File: config.mk
export PLATFORM = sky130hd
export DESIGN_NAME = sd_sb_portmux_flat
export DESIGN_NICKNAME = d
export VERILOG_FILES = /design/src/rtl/sd_sb_portmux_if.sv /design/src/rtl/sd_sb_portmux.sv /design/src/flat_wrapper.sv
export SDC_FILE = /design/constraint.sdc
export NUM_CORES = 1
export LEC_CHECK = 0
export BUFFER_PORTS_ARGS = -buffer_cell sky130_fd_sc_hd__clkbuf_2
export CAP_MARGIN = 20
export CORE_AREA = 2 2 173 175
export CTS_CLUSTER_DIAMETER = 120
export DETAILED_ROUTE_END_ITERATION = 16
export DIE_AREA = 0 0 175 177
export GPL_TIMING_DRIVEN = 0
export HOLD_SLACK_MARGIN = 0.03
export SYNTH_ARGS = -nofsm -noshare
export SYNTH_HDL_FRONTEND = slang
export SYNTH_SLANG_ARGS = --single-unit
File: constraint.sdc
create_clock -name clk -period 4.58 [get_ports clk]
set_clock_uncertainty 0.2 [all_clocks]
set_input_delay 0.687 -clock clk [delete_from_list [all_inputs] [get_ports clk]]
set_output_delay 0.687 -clock clk [all_outputs]
set_load 0.05 [all_outputs]
File: src/rtl/sd_sb_portmux_if.sv
// Client-side request/response bundle and scoreboard-side channels for sd_sb_portmux.
// slave is the mux view, master is the surrounding-logic view.
interface sd_sb_portmux_if #(
  parameter int clients = 4,
  parameter int width   = 32,
  parameter int asz     = 5,
  parameter int txid_sz = 2
);
  logic [clients-1:0]       c_srdy;
  logic [clients-1:0]       c_drdy;
  logic [clients-1:0]       c_req_type;
  logic [clients*width-1:0] c_mask;
  logic [clients*width-1:0] c_data;
  logic [clients*asz-1:0]   c_itemid;

  logic                     p_srdy;
  logic                     p_drdy;
  logic                     p_req_type;
  logic [txid_sz-1:0]       p_txid;
  logic [width-1:0]         p_mask;
  logic [width-1:0]         p_data;
  logic [asz-1:0]           p_itemid;

  logic                     r_srdy;
  logic                     r_drdy;
  logic [txid_sz-1:0]       r_txid;
  logic [width-1:0]         r_data;

  logic [clients-1:0]       rc_srdy;
  logic [clients-1:0]       rc_drdy;
  logic [width-1:0]         rc_data;

  modport slave (
    input  c_srdy, c_req_type, c_mask, c_data, c_itemid,
    output c_drdy,
    output p_srdy, p_req_type, p_txid, p_mask, p_data, p_itemid,
    input  p_drdy,
    input  r_srdy, r_txid, r_data,
    output r_drdy,
    output rc_srdy, rc_data,
    input  rc_drdy
  );

  modport master (
    output c_srdy, c_req_type, c_mask, c_data, c_itemid,
    input  c_drdy,
    input  p_srdy, p_req_type, p_txid, p_mask, p_data, p_itemid,
    output p_drdy,
    output r_srdy, r_txid, r_data,
    input  r_drdy,
    input  rc_srdy, rc_data,
    output rc_drdy
  );
endinterface

File: src/rtl/sd_sb_portmux.sv
// Round-robin multi-client front end for sd_scoreboard with
// per-client outstanding-read limits and txid response demux.
module sd_sb_portmux #(
  parameter int clients   = 4,
  parameter int width     = 32,
  parameter int items     = 32,
  parameter int asz       = $clog2(items),
  parameter int txid_sz   = $clog2(clients),
  parameter int max_outst = 4
) (
  input logic clk,
  input logic reset,
  sd_sb_portmux_if.slave bus
);

  localparam int CW = $clog2(clients);
  localparam int OW = 4;

  logic [CW-1:0]      ptr_q, ptr_d;
  logic [OW-1:0]      outst_q [clients];
  logic [OW-1:0]      outst_d [clients];
  logic               p_srdy_q, p_srdy_d;
  logic               p_type_q, p_type_d;
  logic [txid_sz-1:0] p_txid_q, p_txid_d;
  logic [width-1:0]   p_mask_q, p_mask_d;
  logic [width-1:0]   p_data_q, p_data_d;
  logic [asz-1:0]     p_item_q, p_item_d;

  logic [clients-1:0] elig;
  logic               free;
  logic               found;
  logic               gnt_v;
  logic [CW-1:0]      gnt;
  logic [CW:0]        idx;
  logic               rt_ok;
  logic               r_sel;
  logic               r_fire;
  logic               inc;
  logic               dec;

  assign free  = ~p_srdy_q | bus.p_drdy;
  assign gnt_v = free & found & ~reset;
  assign rt_ok = {1'b0, bus.r_txid} < (txid_sz+1)'(clients);

  // Rotating search: first eligible client at or after ptr_q.
  always_comb begin
    elig  = '0;
    found = 1'b0;
    gnt   = '0;
    idx   = '0;
    for (int k = 0; k < clients; k++) begin
      elig[k] = bus.c_srdy[k] &
        (bus.c_req_type[k] | (outst_q[k] < OW'(max_outst)));
    end
    for (int i = 0; i < clients; i++) begin
      idx = {1'b0, ptr_q} + (CW+1)'(i);
      if (idx >= (CW+1)'(clients))
        idx = idx - (CW+1)'(clients);
      if (!found && elig[idx[CW-1:0]]) begin
        found = 1'b1;
        gnt   = idx[CW-1:0];
      end
    end
  end

  always_comb begin
    bus.c_drdy = '0;
    if (gnt_v)
      bus.c_drdy = clients'(1) << gnt;
  end

  always_comb begin
    bus.rc_srdy = '0;
    r_sel       = 1'b0;
    for (int j = 0; j < clients; j++) begin
      bus.rc_srdy[j] = bus.r_srdy & rt_ok &
        (bus.r_txid == txid_sz'(j));
      r_sel = r_sel |
        (bus.rc_drdy[j] & (bus.r_txid == txid_sz'(j)));
    end
    // Out-of-range txids are swallowed so they never stall the scoreboard.
    bus.r_drdy  = ~rt_ok | r_sel;
    bus.rc_data = bus.r_data;
    r_fire      = bus.r_srdy & bus.r_drdy & rt_ok;
  end

  always_comb begin
    p_srdy_d = p_srdy_q;
    p_type_d = p_type_q;
    p_txid_d = p_txid_q;
    p_mask_d = p_mask_q;
    p_data_d = p_data_q;
    p_item_d = p_item_q;
    ptr_d    = ptr_q;
    if (free) begin
      p_srdy_d = found;
      if (found) begin
        p_type_d = bus.c_req_type[gnt];
        p_txid_d = txid_sz'(gnt);
        p_mask_d = bus.c_mask[gnt*width +: width];
        p_data_d = bus.c_data[gnt*width +: width];
        p_item_d = bus.c_itemid[gnt*asz +: asz];
        ptr_d    = (gnt == CW'(clients-1)) ? '0 : gnt + 1'b1;
      end
    end
  end

  always_comb begin
    inc = 1'b0;
    dec = 1'b0;
    for (int k = 0; k < clients; k++) begin
      inc = gnt_v & ~bus.c_req_type[gnt] & (gnt == CW'(k));
      dec = r_fire & (bus.r_txid == txid_sz'(k));
      outst_d[k] = outst_q[k];
      unique case (1'b1)
        (inc & ~dec):
          outst_d[k] = outst_q[k] + 1'b1;
        (dec & ~inc & (outst_q[k] != '0)):
          outst_d[k] = outst_q[k] - 1'b1;
        default: ;
      endcase
    end
  end

  always_ff @(posedge clk) begin
    if (reset) begin
      ptr_q    <= '0;
      p_srdy_q <= 1'b0;
      p_type_q <= 1'b0;
      p_txid_q <= '0;
      p_mask_q <= '0;
      p_data_q <= '0;
      p_item_q <= '0;
      for (int k = 0; k < clients; k++)
        outst_q[k] <= '0;
    end else begin
      ptr_q    <= ptr_d;
      p_srdy_q <= p_srdy_d;
      p_type_q <= p_type_d;
      p_txid_q <= p_txid_d;
      p_mask_q <= p_mask_d;
      p_data_q <= p_data_d;
      p_item_q <= p_item_d;
      for (int k = 0; k < clients; k++)
        outst_q[k] <= outst_d[k];
    end
  end

  assign bus.p_srdy     = p_srdy_q;
  assign bus.p_req_type = p_type_q;
  assign bus.p_txid     = p_txid_q;
  assign bus.p_mask     = p_mask_q;
  assign bus.p_data     = p_data_q;
  assign bus.p_itemid   = p_item_q;

endmodule
File: src/flat_wrapper.sv
// flat-port wrapper written by rule: the top's interface ports become plain ports
module sd_sb_portmux_flat 
#(
  parameter int clients   = 4,
  parameter int width     = 32,
  parameter int items     = 32,
  parameter int asz       = $clog2(items),
  parameter int txid_sz   = $clog2(clients),
  parameter int max_outst = 4
)
  (clk, reset, bus_c_srdy, bus_c_req_type, bus_c_mask, bus_c_data, bus_c_itemid, bus_c_drdy, bus_p_srdy, bus_p_req_type, bus_p_txid, bus_p_mask, bus_p_data, bus_p_itemid, bus_p_drdy, bus_r_srdy, bus_r_txid, bus_r_data, bus_r_drdy, bus_rc_srdy, bus_rc_data, bus_rc_drdy);
  sd_sb_portmux_if #(.clients(clients), .width(width), .asz(asz), .txid_sz(txid_sz)) bus_i ();
  input logic clk;
  input logic reset;
  input wire logic [$bits(bus_i.c_srdy)-1:0] bus_c_srdy;
  input wire logic [$bits(bus_i.c_req_type)-1:0] bus_c_req_type;
  input wire logic [$bits(bus_i.c_mask)-1:0] bus_c_mask;
  input wire logic [$bits(bus_i.c_data)-1:0] bus_c_data;
  input wire logic [$bits(bus_i.c_itemid)-1:0] bus_c_itemid;
  output wire logic [$bits(bus_i.c_drdy)-1:0] bus_c_drdy;
  output wire logic [$bits(bus_i.p_srdy)-1:0] bus_p_srdy;
  output wire logic [$bits(bus_i.p_req_type)-1:0] bus_p_req_type;
  output wire logic [$bits(bus_i.p_txid)-1:0] bus_p_txid;
  output wire logic [$bits(bus_i.p_mask)-1:0] bus_p_mask;
  output wire logic [$bits(bus_i.p_data)-1:0] bus_p_data;
  output wire logic [$bits(bus_i.p_itemid)-1:0] bus_p_itemid;
  input wire logic [$bits(bus_i.p_drdy)-1:0] bus_p_drdy;
  input wire logic [$bits(bus_i.r_srdy)-1:0] bus_r_srdy;
  input wire logic [$bits(bus_i.r_txid)-1:0] bus_r_txid;
  input wire logic [$bits(bus_i.r_data)-1:0] bus_r_data;
  output wire logic [$bits(bus_i.r_drdy)-1:0] bus_r_drdy;
  output wire logic [$bits(bus_i.rc_srdy)-1:0] bus_rc_srdy;
  output wire logic [$bits(bus_i.rc_data)-1:0] bus_rc_data;
  input wire logic [$bits(bus_i.rc_drdy)-1:0] bus_rc_drdy;
  assign bus_i.c_srdy = bus_c_srdy;
  assign bus_i.c_req_type = bus_c_req_type;
  assign bus_i.c_mask = bus_c_mask;
  assign bus_i.c_data = bus_c_data;
  assign bus_i.c_itemid = bus_c_itemid;
  assign bus_c_drdy = bus_i.c_drdy;
  assign bus_p_srdy = bus_i.p_srdy;
  assign bus_p_req_type = bus_i.p_req_type;
  assign bus_p_txid = bus_i.p_txid;
  assign bus_p_mask = bus_i.p_mask;
  assign bus_p_data = bus_i.p_data;
  assign bus_p_itemid = bus_i.p_itemid;
  assign bus_i.p_drdy = bus_p_drdy;
  assign bus_i.r_srdy = bus_r_srdy;
  assign bus_i.r_txid = bus_r_txid;
  assign bus_i.r_data = bus_r_data;
  assign bus_r_drdy = bus_i.r_drdy;
  assign bus_rc_srdy = bus_i.rc_srdy;
  assign bus_rc_data = bus_i.rc_data;
  assign bus_i.rc_drdy = bus_rc_drdy;
  sd_sb_portmux #(.clients(clients), .width(width), .items(items), .asz(asz), .txid_sz(txid_sz), .max_outst(max_outst)) u_core (.clk(clk), .reset(reset), .bus(bus_i));
endmodule
==> results of run 1 <==
[worst register-to-register path, stage by stage (launching register included)]
cell,delay (ps)
dfxtp_1,340
o21bai_1,330
a32o_1,240
a21oi_2,70
o21ai_4,510
inv_2,460
ha_1,330
nand2b_1,130
nor2_2,60
o21ai_2,110
nand2_1,130
inv_1,90
ha_1,230
a21o_1,180
a21o_1,190
a32oi_1,200
mux2_1,330
[sequential cells by signal, summed over array words and instances (netlist names)]
name and flops:
u_core.bus.p_itemid 5, u_core.ptr_q 2, u_core.bus.p_srdy 1, u_core.bus.p_txid 2
u_core.bus.p_mask 32, u_core.outst_q 16, u_core.bus.p_req_type 1, u_core.bus.p_data 32
[where the power goes]
part | internal, W | switching, W
sequential | 0.000906 | 0.0000656
combinational | 0.000510 | 0.00128
clock | 0.000456 | 0.000344
[cell type report]
| cell class | count | area [um^2] | share of cell area, % |
|---|---|---|---|
| multi-input combinational | 797 | 4000 | 43.3 |
| timing repair buffer | 407 | 2040 | 22.0 |
| sequential | 91 | 1820 | 19.7 |
| buffer | 102 | 536 | 5.79 |
| tap | 390 | 488 | 5.27 |
| clock buffer | 11 | 253 | 2.73 |
| clock inverter | 5 | 60.1 | 0.649 |
| inverter | 15 | 56.3 | 0.608 |
[worst paths after layout]
path / start / end / cells past startpoint / slack (ps)
hold reg to reg: u_core.bus.p_data[21] / u_core.bus.p_data[21] / 2 / 260
setup / recovery: u_core.outst_q[0][3] / u_core.outst_q[0][15] / 16 / 360
setup reg to reg: u_core.outst_q[0][3] / u_core.outst_q[0][15] / 16 / 360
hold / removal: u_core.bus.p_data[21] / u_core.bus.p_data[21] / 2 / 260
[per-stage QoR]
| step | setup slack (ps) | utilization [%] | total power [W] | hold WS (ps) |
|---|---|---|---|---|
| after floorplan | 192 | - | 0.00218 | 300 |
| after global placement | -332 | 30.6 | 0.00277 | 241 |
| after detailed placement | -368 | 30.6 | 0.00278 | 248 |
| after CTS | 205 | 31.6 | 0.00360 | 258 |
| after global routing | 78.1 | 31.6 | 0.00379 | 274 |
| final | 357 | 31.6 | 0.00356 | 257 |
[per-layer routing]
metal	vias to the layer above	global-route usage (%)	share of wire [%]
li1	4164	-	-
met1	3934	23.6	42
met2	412	30.7	47
met3	56	4.38	7.5
met4	0	7.19	3.3
met5	-	0	0
[cell usage after synthesis, drive strengths merged]
cell type	n	area [um^2]
clkbuf	41	154
and2	2	12.5
nor4	4	25.0
nand2b	5	31.3
o2111a	1	11.3
o2111ai	1	8.76
nand3	214	1080
and3b	1	8.76
mux2	16	180
dfxtp	91	1820
a2111o	1	11.3
inv	15	56.3
a211oi	1	7.51
o21ai	8	66.3
mux4	1	22.5
o21bai	3	30.0
a22o	1	8.76
nor3b	1	7.51
a32o	1	10.0
nor2b	8	50.1
a22oi	5	62.6
and3	4	27.5
xor2	4	35.0
ha	12	150
a2111oi	1	15.0
nand2	363	1360
a21o	9	67.6
fa	4	80.1
o211ai	1	7.51
nor3	4	20.0
a21oi	79	410
buf	63	387
a41oi	1	8.76
o21a	1	7.51
a32oi	4	35.0
nor2	36	135
[logic make-up after synthesis]
family	Yosys count	share of synthesized area (%)
and+or+nand+nor	642	43.0
buffers and inverters	119	9.31
AOI/OAI and AO/OA	118	12.0
DFF	91	28.4
muxes	17	3.16
adders and majority gates	16	3.59
xor gates and xnor gates	4	0.546
[what timing repair did]
action | 4_1_cts | 5_1_grt
endpoints found under the hold margin | 0 | 0
endpoints found under the setup margin | 2 | 2
resized for setup | 0 | 3
hold buffers | 0 | 0
==> results.md, run 1 <==
- Power per cell area: a little under 400 mW/mm^2
- Initial Util: 21.9%
- CP peak stage delay: around 510 ps
- Mapped cell area: roughly 0.0064 mm^2
- Routability cong.: just over 0.9
- DIE WIDTH: approximately 180 um
- Design area: approximately 0.009 mm^2
- Critical Path Source Type: flop
- Synth cell types: 47
- Worst-Margin Slew: 1010 ps
- Synth Net Count: around 1,300
- DR iter-0 viols: between 600 and 700
- Total die area: approximately 0.031 mm^2
- Setup bufs post-CTS: 0
- Core area: around 0.03 mm^2
- Post-DR vias/cell: approximately 4.7
- Yosys warns: 0
- Clk sink count: a little over 90
- Drt pass-1 iters: 5
- Detail Placement HPWL: around 24 mm
- Num CTS Buffers: 9
- Register area share after synthesis: 28.4%
- Sum of negative setup slack: 0 ps
- Avg WL per Cell: around 16 um
- Fmax: roughly 240 MHz
- Vias: between 8,000 and 9,000
- Synth Register Bits: 91
- Status: complete, no violations
- CP top delay family: compound AO/OA/AOI/OAI gates
- Synth-to-layout area growth: 44.3%
- RSZ-0062 raised after global routing: false
- Final ANT Viol Nets: 0
- Path type of the worst min-delay path: reg2reg
- Pleak: between 4 and 5 nW
- Clk Tree Root Cell: clkbuf_16
- H-Tree Depth: 3
- Most common cell after layout, fill and taps aside: clkbuf_2
- Clock Path Buffers: 2
- CP cell instances: o21bai_1, a32o_1, a21oi_2, o21ai_4, inv_2, ha_1, nand2b_1, nor2_2, o21ai_2, nand2_1, inv_1, ha_1, a21o_1, a21o_1, a32oi_1, mux2_1
- Layout cell share with drive strength beyond 1: between 30 and 40%
- Number of global-route vias before repair: between 8,000 and 9,000
- CP Class: reg2reg
- Die H: between 150 and 200 um
- Port bufs: ~400
- Most frequent cells in the layout: clkbuf_2 (409), nand2_1 (363), nand3_1 (213), dfxtp_1 (91), a21oi_1 (77)
- Io pins: 440
- Rel. slew slack: roughly 33%
- Placed cell count: around 1,800
- VDD IR max: roughly 0.15 mV
- Largest net degree at the start of global routing: 21
- Crit end category: flop
- Gr ovfl total: 0
- First-pass GRT wire length: ~44 mm
- Cell Area, Placed: roughly 0.0089 mm^2
- Worst EP required: 4610 ps
- Hold Vio Cnt, Final: 0
- Site Rows: 63
- Period utilization: between 90 and 100%
- Routed WL: 29.9 mm
- Antenna violations before repair: 1
- Clock period minus worst slack: ~4200 ps
- Final Slew Violations: 0
- Slowest cell on crit path: o21ai_4
- Total of max-cap violations: 0
- Cells after Synth: 1,007
- CP arrival: 4250 ps
- Final Non-Filler Cells: around 1,800
- Max FO, Critical Path: 20
- Antenna cell count: 0
- CP Buf/Inv Count: 2
- Fill cell count: approximately 3,300
- Nets: approximately 1,800
- CTS tree: built
- # setup viols final: 0
- CTS clk-pin slew, worst paths: about 70 ps
- Syn Area/Cell: 6.37 um^2
- Clock latency on the worst-skew pair: 340 ps
- DRC Markers: 0
- GRT Overall Usage: 18.6%
No activity file was read; power rests on OpenSTA's default activity.
==> inputs of run 2 (changes only) <==
SETUP_SLACK_MARGIN = 0.4   (was not set)
==> results.md, run 2 (synthesis results as in run 1) <==
- CP peak stage delay: 400 ps (-110 ps)
- Post-DR vias/cell: 4.67 (-0.96%)
- CTS tree: built
- # setup viols final: 0 (unchanged)
- CP cell instances: clkbuf_2, o21bai_2, and3_1, a2111o_1, nand2_2, buf_2, ha_1, nand2b_1, nor2_4, o21ai_2, nand2_1, inv_1, ha_1, a21o_1, a21o_1, a32oi_1, mux2_1
- Sum of negative setup slack: 0 ps (unchanged)
- Port bufs: 407 (unchanged)
- Clock Path Buffers: 2 (unchanged)
- Path type of the worst min-delay path: reg2reg
- CP arrival: 4020 ps (-230 ps)
- Fill cell count: 3,315 (+0.30%)
- Fmax: 251 MHz (+5.9%)
- Number of global-route vias before repair: 7,969 (-1.3%)
- DIE WIDTH: 175 um (unchanged)
- Final Slew Violations: 0 (unchanged)
- RSZ-0062 raised after global routing: true
- Avg WL per Cell: 17.2 um (+4.7%)
- Slowest cell on crit path: a2111o_1
- Antenna violations before repair: 0 (-1)
- Clk sink count: 91 (unchanged)
- Layout cell share with drive strength beyond 1: 36.3% (+0.27 points)
- CTS clk-pin slew, worst paths: 70 ps (about the same)
- Io pins: 440 (unchanged)
- Largest net degree at the start of global routing: 15 (-29%)
- Cell Area, Placed: 0.00897 mm^2 (+0.25%)
- Total of max-cap violations: 0 (unchanged)
- Clk Tree Root Cell: clkbuf_16
- Origin of the critical flop-to-flop path: u_core.outst_q[0][7]
- Critical Path Source Type: input port
- Period utilization: 87.0% (-5.2 points)
- Most frequent cells in the layout: clkbuf_2 (408), nand2_1 (362), nand3_1 (213), dfxtp_1 (91), a21oi_1 (77)
- Num CTS Buffers: 9 (unchanged)
- Die H: 177 um (unchanged)
- Drt pass-1 iters: 5 (unchanged)
- Detail Placement HPWL: 25.1 mm (+3.0%)
- Worst slack, placed: -346 ps (+21.1 ps)
- Nets: 1,769 (+0.23%)
- Synth-to-layout area growth: 45.1%
- Cts hold-fix bufs: 0 (unchanged)
- DRC Markers: 0 (unchanged)
- Most common cell after layout, fill and taps aside: clkbuf_2
- Clock period minus worst slack: 3990 ps (-237 ps)
- DR iter-0 viols: 609 (-2.7%)
- Final Non-Filler Cells: 1,821 (+0.17%)
- Final ANT Viol Nets: 0 (unchanged)
- Worst EP required: 4620 ps (about the same)
- Initial Util: 21.9% (unchanged)
- GRT Overall Usage: 19.4% (+0.76 points)
- Core area: 0.0292 mm^2 (unchanged)
- Worst hold start: u_core.bus.p_mask[24]
- Hold Vio Cnt, Final: 0 (unchanged)
- First-pass GRT wire length: 45.5 mm (+2.5%)
- Power per cell area: 383 mW/mm^2 (-0.49%)
- Crit end category: flop
- CP Buf/Inv Count: 3 (+1)
- Max FO, Critical Path: 11 (-45%)
- Routability cong.: 0.931 (+0.74%)
- Vias: 8,498 (-0.79%)
- Final WS setup: 594 ps (+237 ps)
- CP Class: in2reg
- Rel. slew slack: 35.9% (+3.2 points)
- Antenna cell count: 0 (unchanged)
- Clock latency on the worst-skew pair: 350 ps (about the same)
- Pleak: 4.81 nW (+0.11%)
- Routed WL: 31.3 mm (+4.8%)
- Crit path launch: bus_c_req_type[0]
- Design area: 0.00930 mm^2 (+0.50%)
- Status: complete, no violations
- H-Tree Depth: 3 (unchanged)
- Site Rows: 63 (unchanged)
- Gr ovfl total: 0 (unchanged)
- Placed cell count: 1,804 (unchanged)
- CP top delay family: compound AO/OA/AOI/OAI gates
- Final core utilization: 31.8% (+0.16 points)
- VDD IR max: 0.165 mV (+11%)
- Total die area: 0.0310 mm^2 (unchanged)
- Worst-Margin Slew: 961 ps (-48.0 ps)
## run 2: changes by cell type in the layout (fill, tap and decap cells not counted), sizes merged
cell and delta:
inv -1, buf +4
## run 2: per-stage QoR
stage	hold WS (ps)	total power, W
after global placement	242	0.00279
after global routing	273	0.00378
after CTS	255	0.00360
after floorplan	299	0.00219
final	255	0.00356
after detailed placement	246	0.00280
## run 2: area by class of cell
type | count | area [um^2] | share of cell area [%]
Clock buffer | 11 | 243 | 2.61
Sequential cell | 91 | 1820 | 19.6
Clock inverter | 4 | 51.3 | 0.552
Timing Repair Buffer | 409 | 2050 | 22.1
Inverter | 15 | 58.8 | 0.632
Tap cell | 390 | 488 | 5.25
Buffer | 104 | 551 | 5.92
Multi-Input combinational cell | 797 | 4040 | 43.4
## run 2: worst register-to-register path: cells and delay by family (launching register included)
kind | cells | cell delay (ps)
simple gates | 4 | 510
compound gates | 7 | 1540
buf+inv | 2 | 410
mux | 1 | 330
fa+ha+maj | 2 | 480
flops | 1 | 340
## run 2: final timing paths
kind	slack, ps	to	cells after the start
max	590	u_core.outst_q[0][15]	17
min	260	u_core.bus.p_mask[24]	2
max reg2reg	650	u_core.outst_q[0][15]	16
min reg2reg	260	u_core.bus.p_mask[24]	2
## run 2: routing by layer
metal / wire [um] / vias up / track usage [%]
li1: - / 4179 / -
met1: 13300 / 3885 / 25.0
met2: 14900 / 384 / 32.5
met3: 2060 / 50 / 3.37
met4: 988 / 0 / 7.15
met5: 0 / - / 0
## run 2: power breakdown
part	switching, W	leakage [nW]	internal [W]
registers	0.0000669	0.751	0.000906
clock network	0.000342	0.142	0.000436
logic	0.00129	3.92	0.000521
total	0.00170	4.81	0.00186
## run 2: timing repair
action                                  4_1_cts  5_1_grt
pin swaps                                     1        0
endpoints found under the setup margin        7        4
setup buffers                                 2        0
gates resized for setup                       3        7
==> inputs of run 3 (changes only) <==
clock period = 3.9 ns   (was 4.58 ns; I/O delays follow)
==> results.md, run 3 (synthesis results as in run 1) <==
- DR iter-0 viols: 613 (+0.66%)
- Fmax: ~280 MHz
- Cell Area, Placed: 0.00912 mm^2 (+1.7%)
- First-pass GRT wire length: 44.8 mm (-1.6%)
- VDD IR max: 0.241 mV (+46%)
- Met2 usage: 31.9% (-0.56 points)
- Vias: 8,602 (+1.2%)
- GRT Overall Usage: 18.9% (-0.52 points)
- Path type of the worst min-delay path: reg2reg
- Clk Tree Root Cell: clkbuf_16
- Cts hold-fix bufs: 0 (unchanged)
- Worst slack, placed: -467 ps (-120 ps)
- Worst EP required: 3940 ps (-680 ps)
- GR Util met1: 23.6% (-1.3 points)
- Rel. slew slack: 36.9% (+0.99 points)
- Initial Util: 21.9% (unchanged)
- Layout cell share with drive strength beyond 1: 40.8% (+4.5 points)
- Hold Vio Cnt, Final: 0 (unchanged)
- Total die area: 0.0310 mm^2 (unchanged)
- Fill cell count: 3,235 (-2.4%)
- Met3 Use GR: 3.80% (+0.43 points)
- Nets: 1,808 (+2.2%)
- RSZ-0062 raised after global routing: true
- Critical Path Source Type: input port
- Clk sink count: 91 (unchanged)
- Clock latency on the worst-skew pair: 350 ps (about the same)
- Gr ovfl total: 0 (unchanged)
- Final WS setup: 366 ps (-228 ps)
- Drt pass-1 iters: 6 (+1)
- Num CTS Buffers: 9 (unchanged)
- Pleak: 5.08 nW (+5.7%)
- H-Tree Depth: 3 (unchanged)
- Post-DR vias/cell: 4.62 (-0.95%)
- Worst-Margin Slew: 946 ps (-14.8 ps)
- Clock Path Buffers: 2 (unchanged)
- GRT busiest layer: met2
- Avg WL per Cell: 16.8 um (-2.5%)
- Clock period minus worst slack: roughly 3500 ps
- Period utilization: around 90%
- Antenna cell count: 0 (unchanged)
- CTS clk-pin slew, worst paths: 80 ps (about the same)
- Detail Placement HPWL: 24.5 mm (-2.1%)
- Status: complete, no violations
- Routed WL: 31.2 mm (-0.37%)
- Final ANT Viol Nets: 0 (unchanged)
- Total of max-cap violations: 0 (unchanged)
- Synth-to-layout area growth: 56.4%
- Site Rows: 63 (unchanged)
- Antenna violations before repair: 0 (unchanged)
- CP Class: in2reg
- Final core utilization: 34.3% (+2.5 points)
- Core area: 0.0292 mm^2 (unchanged)
- Largest net degree at the start of global routing: 17 (+2)
- Die H: 177 um (unchanged)
- Max FO, Critical Path: 6 (-5)
- DIE WIDTH: 175 um (unchanged)
- Routability cong.: 0.852 (-8.5%)
- Number of global-route vias before repair: 8,153 (+2.3%)
- Final Slew Violations: 0 (unchanged)
- Design area: 0.0100 mm^2 (+7.8%)
- Most common cell after layout, fill and taps aside: clkbuf_2
- Power per cell area: 449 mW/mm^2 (+17%)
- Crit end category: flop
- DRC Markers: 0 (unchanged)
- CTS tree: built
- CP arrival: 3580 ps (-440 ps)
- # setup viols final: 0 (unchanged)
- Most frequent cells in the layout: clkbuf_2 (406), nand2_1 (357), nand3_1 (213), dfxtp_1 (86), a21oi_1 (77)
- Port bufs: 407 (unchanged)
- Io pins: 440 (unchanged)
## run 3: cell count changes in the layout (fill, tap and decap cells not counted), moves of 5 or more
cell | before | now
buf_4 | 35 | 69
ha_4 | 0 | 9
dfxtp_1 | 91 | 86
nand2_1 | 362 | 357
ha_1 | 12 | 3
## run 3: report_power, final
group          switching, W  total, W  internal [W]
logic               0.00156   0.00230      0.000738
clock network      0.000427   0.00106      0.000635
registers         0.0000735   0.00114       0.00106
total               0.00206   0.00450       0.00244
## run 3: area by class of cell
cell class | instances | area, um^2 | area share [%]
buffer | 104 | 606 | 6.04
inverter | 15 | 68.8 | 0.686
clock inverter | 7 | 124 | 1.24
multi-input combinational | 797 | 4300 | 42.9
clock buffer | 9 | 225 | 2.25
sequential | 91 | 1830 | 18.3
tap | 390 | 488 | 4.87
timing repair buffer | 448 | 2380 | 23.7
## run 3: final timing paths
check / from / slack (ps) / to / depth (start not counted)
max: bus_c_req_type[0] / 370 / u_core.outst_q[0][11] / 18
min: u_core.bus.p_data[7] / 260 / u_core.bus.p_data[7] / 2
max reg2reg: u_core.outst_q[0][2] / 380 / u_core.outst_q[0][11] / 17
min reg2reg: u_core.bus.p_data[7] / 260 / u_core.bus.p_data[7] / 2
## run 3: timing repair
action	CTS	global route
gates cloned	0	1
pin swaps	10	25
buffers inserted	15	25
endpoints found under the setup margin	16	4
gates resized for setup	20	34
## run 3: worst max-delay path, stage by stage
cell and delay, ps:
buf_6 100, o21bai_4 180, and3_4 190, a2111o_1 430
nand2_4 140, inv_6 40, clkbuf_16 150, ha_4 160
nand2b_4 70, nor2_4 50, o21ai_4 100, nand2_2 100
inv_2 90, ha_4 190, a21o_1 170, a21o_1 200
a32oi_1 270, mux2_1 340
## run 3: stage by stage
step,TNS [ps],power (W),hold WS [ps],cells
after floorplan,0,0.00262,310,1007
after global placement,-2010,0.00332,241,1804
after detailed placement,-1980,0.00332,247,1804
after CTS,0,0.00447,258,1835
after global routing,0,0.00477,276,1861
final,0,0.00450,255,1861
## run 3: metal layers
metal | share of wire (%) | routed length [um] | vias up
li1 | - | - | 4258
met1 | 41 | 12900 | 3890
met2 | 47 | 14800 | 396
met3 | 8.0 | 2490 | 58
met4 | 3.4 | 1050 | 0
met5 | 0 | 0 | -
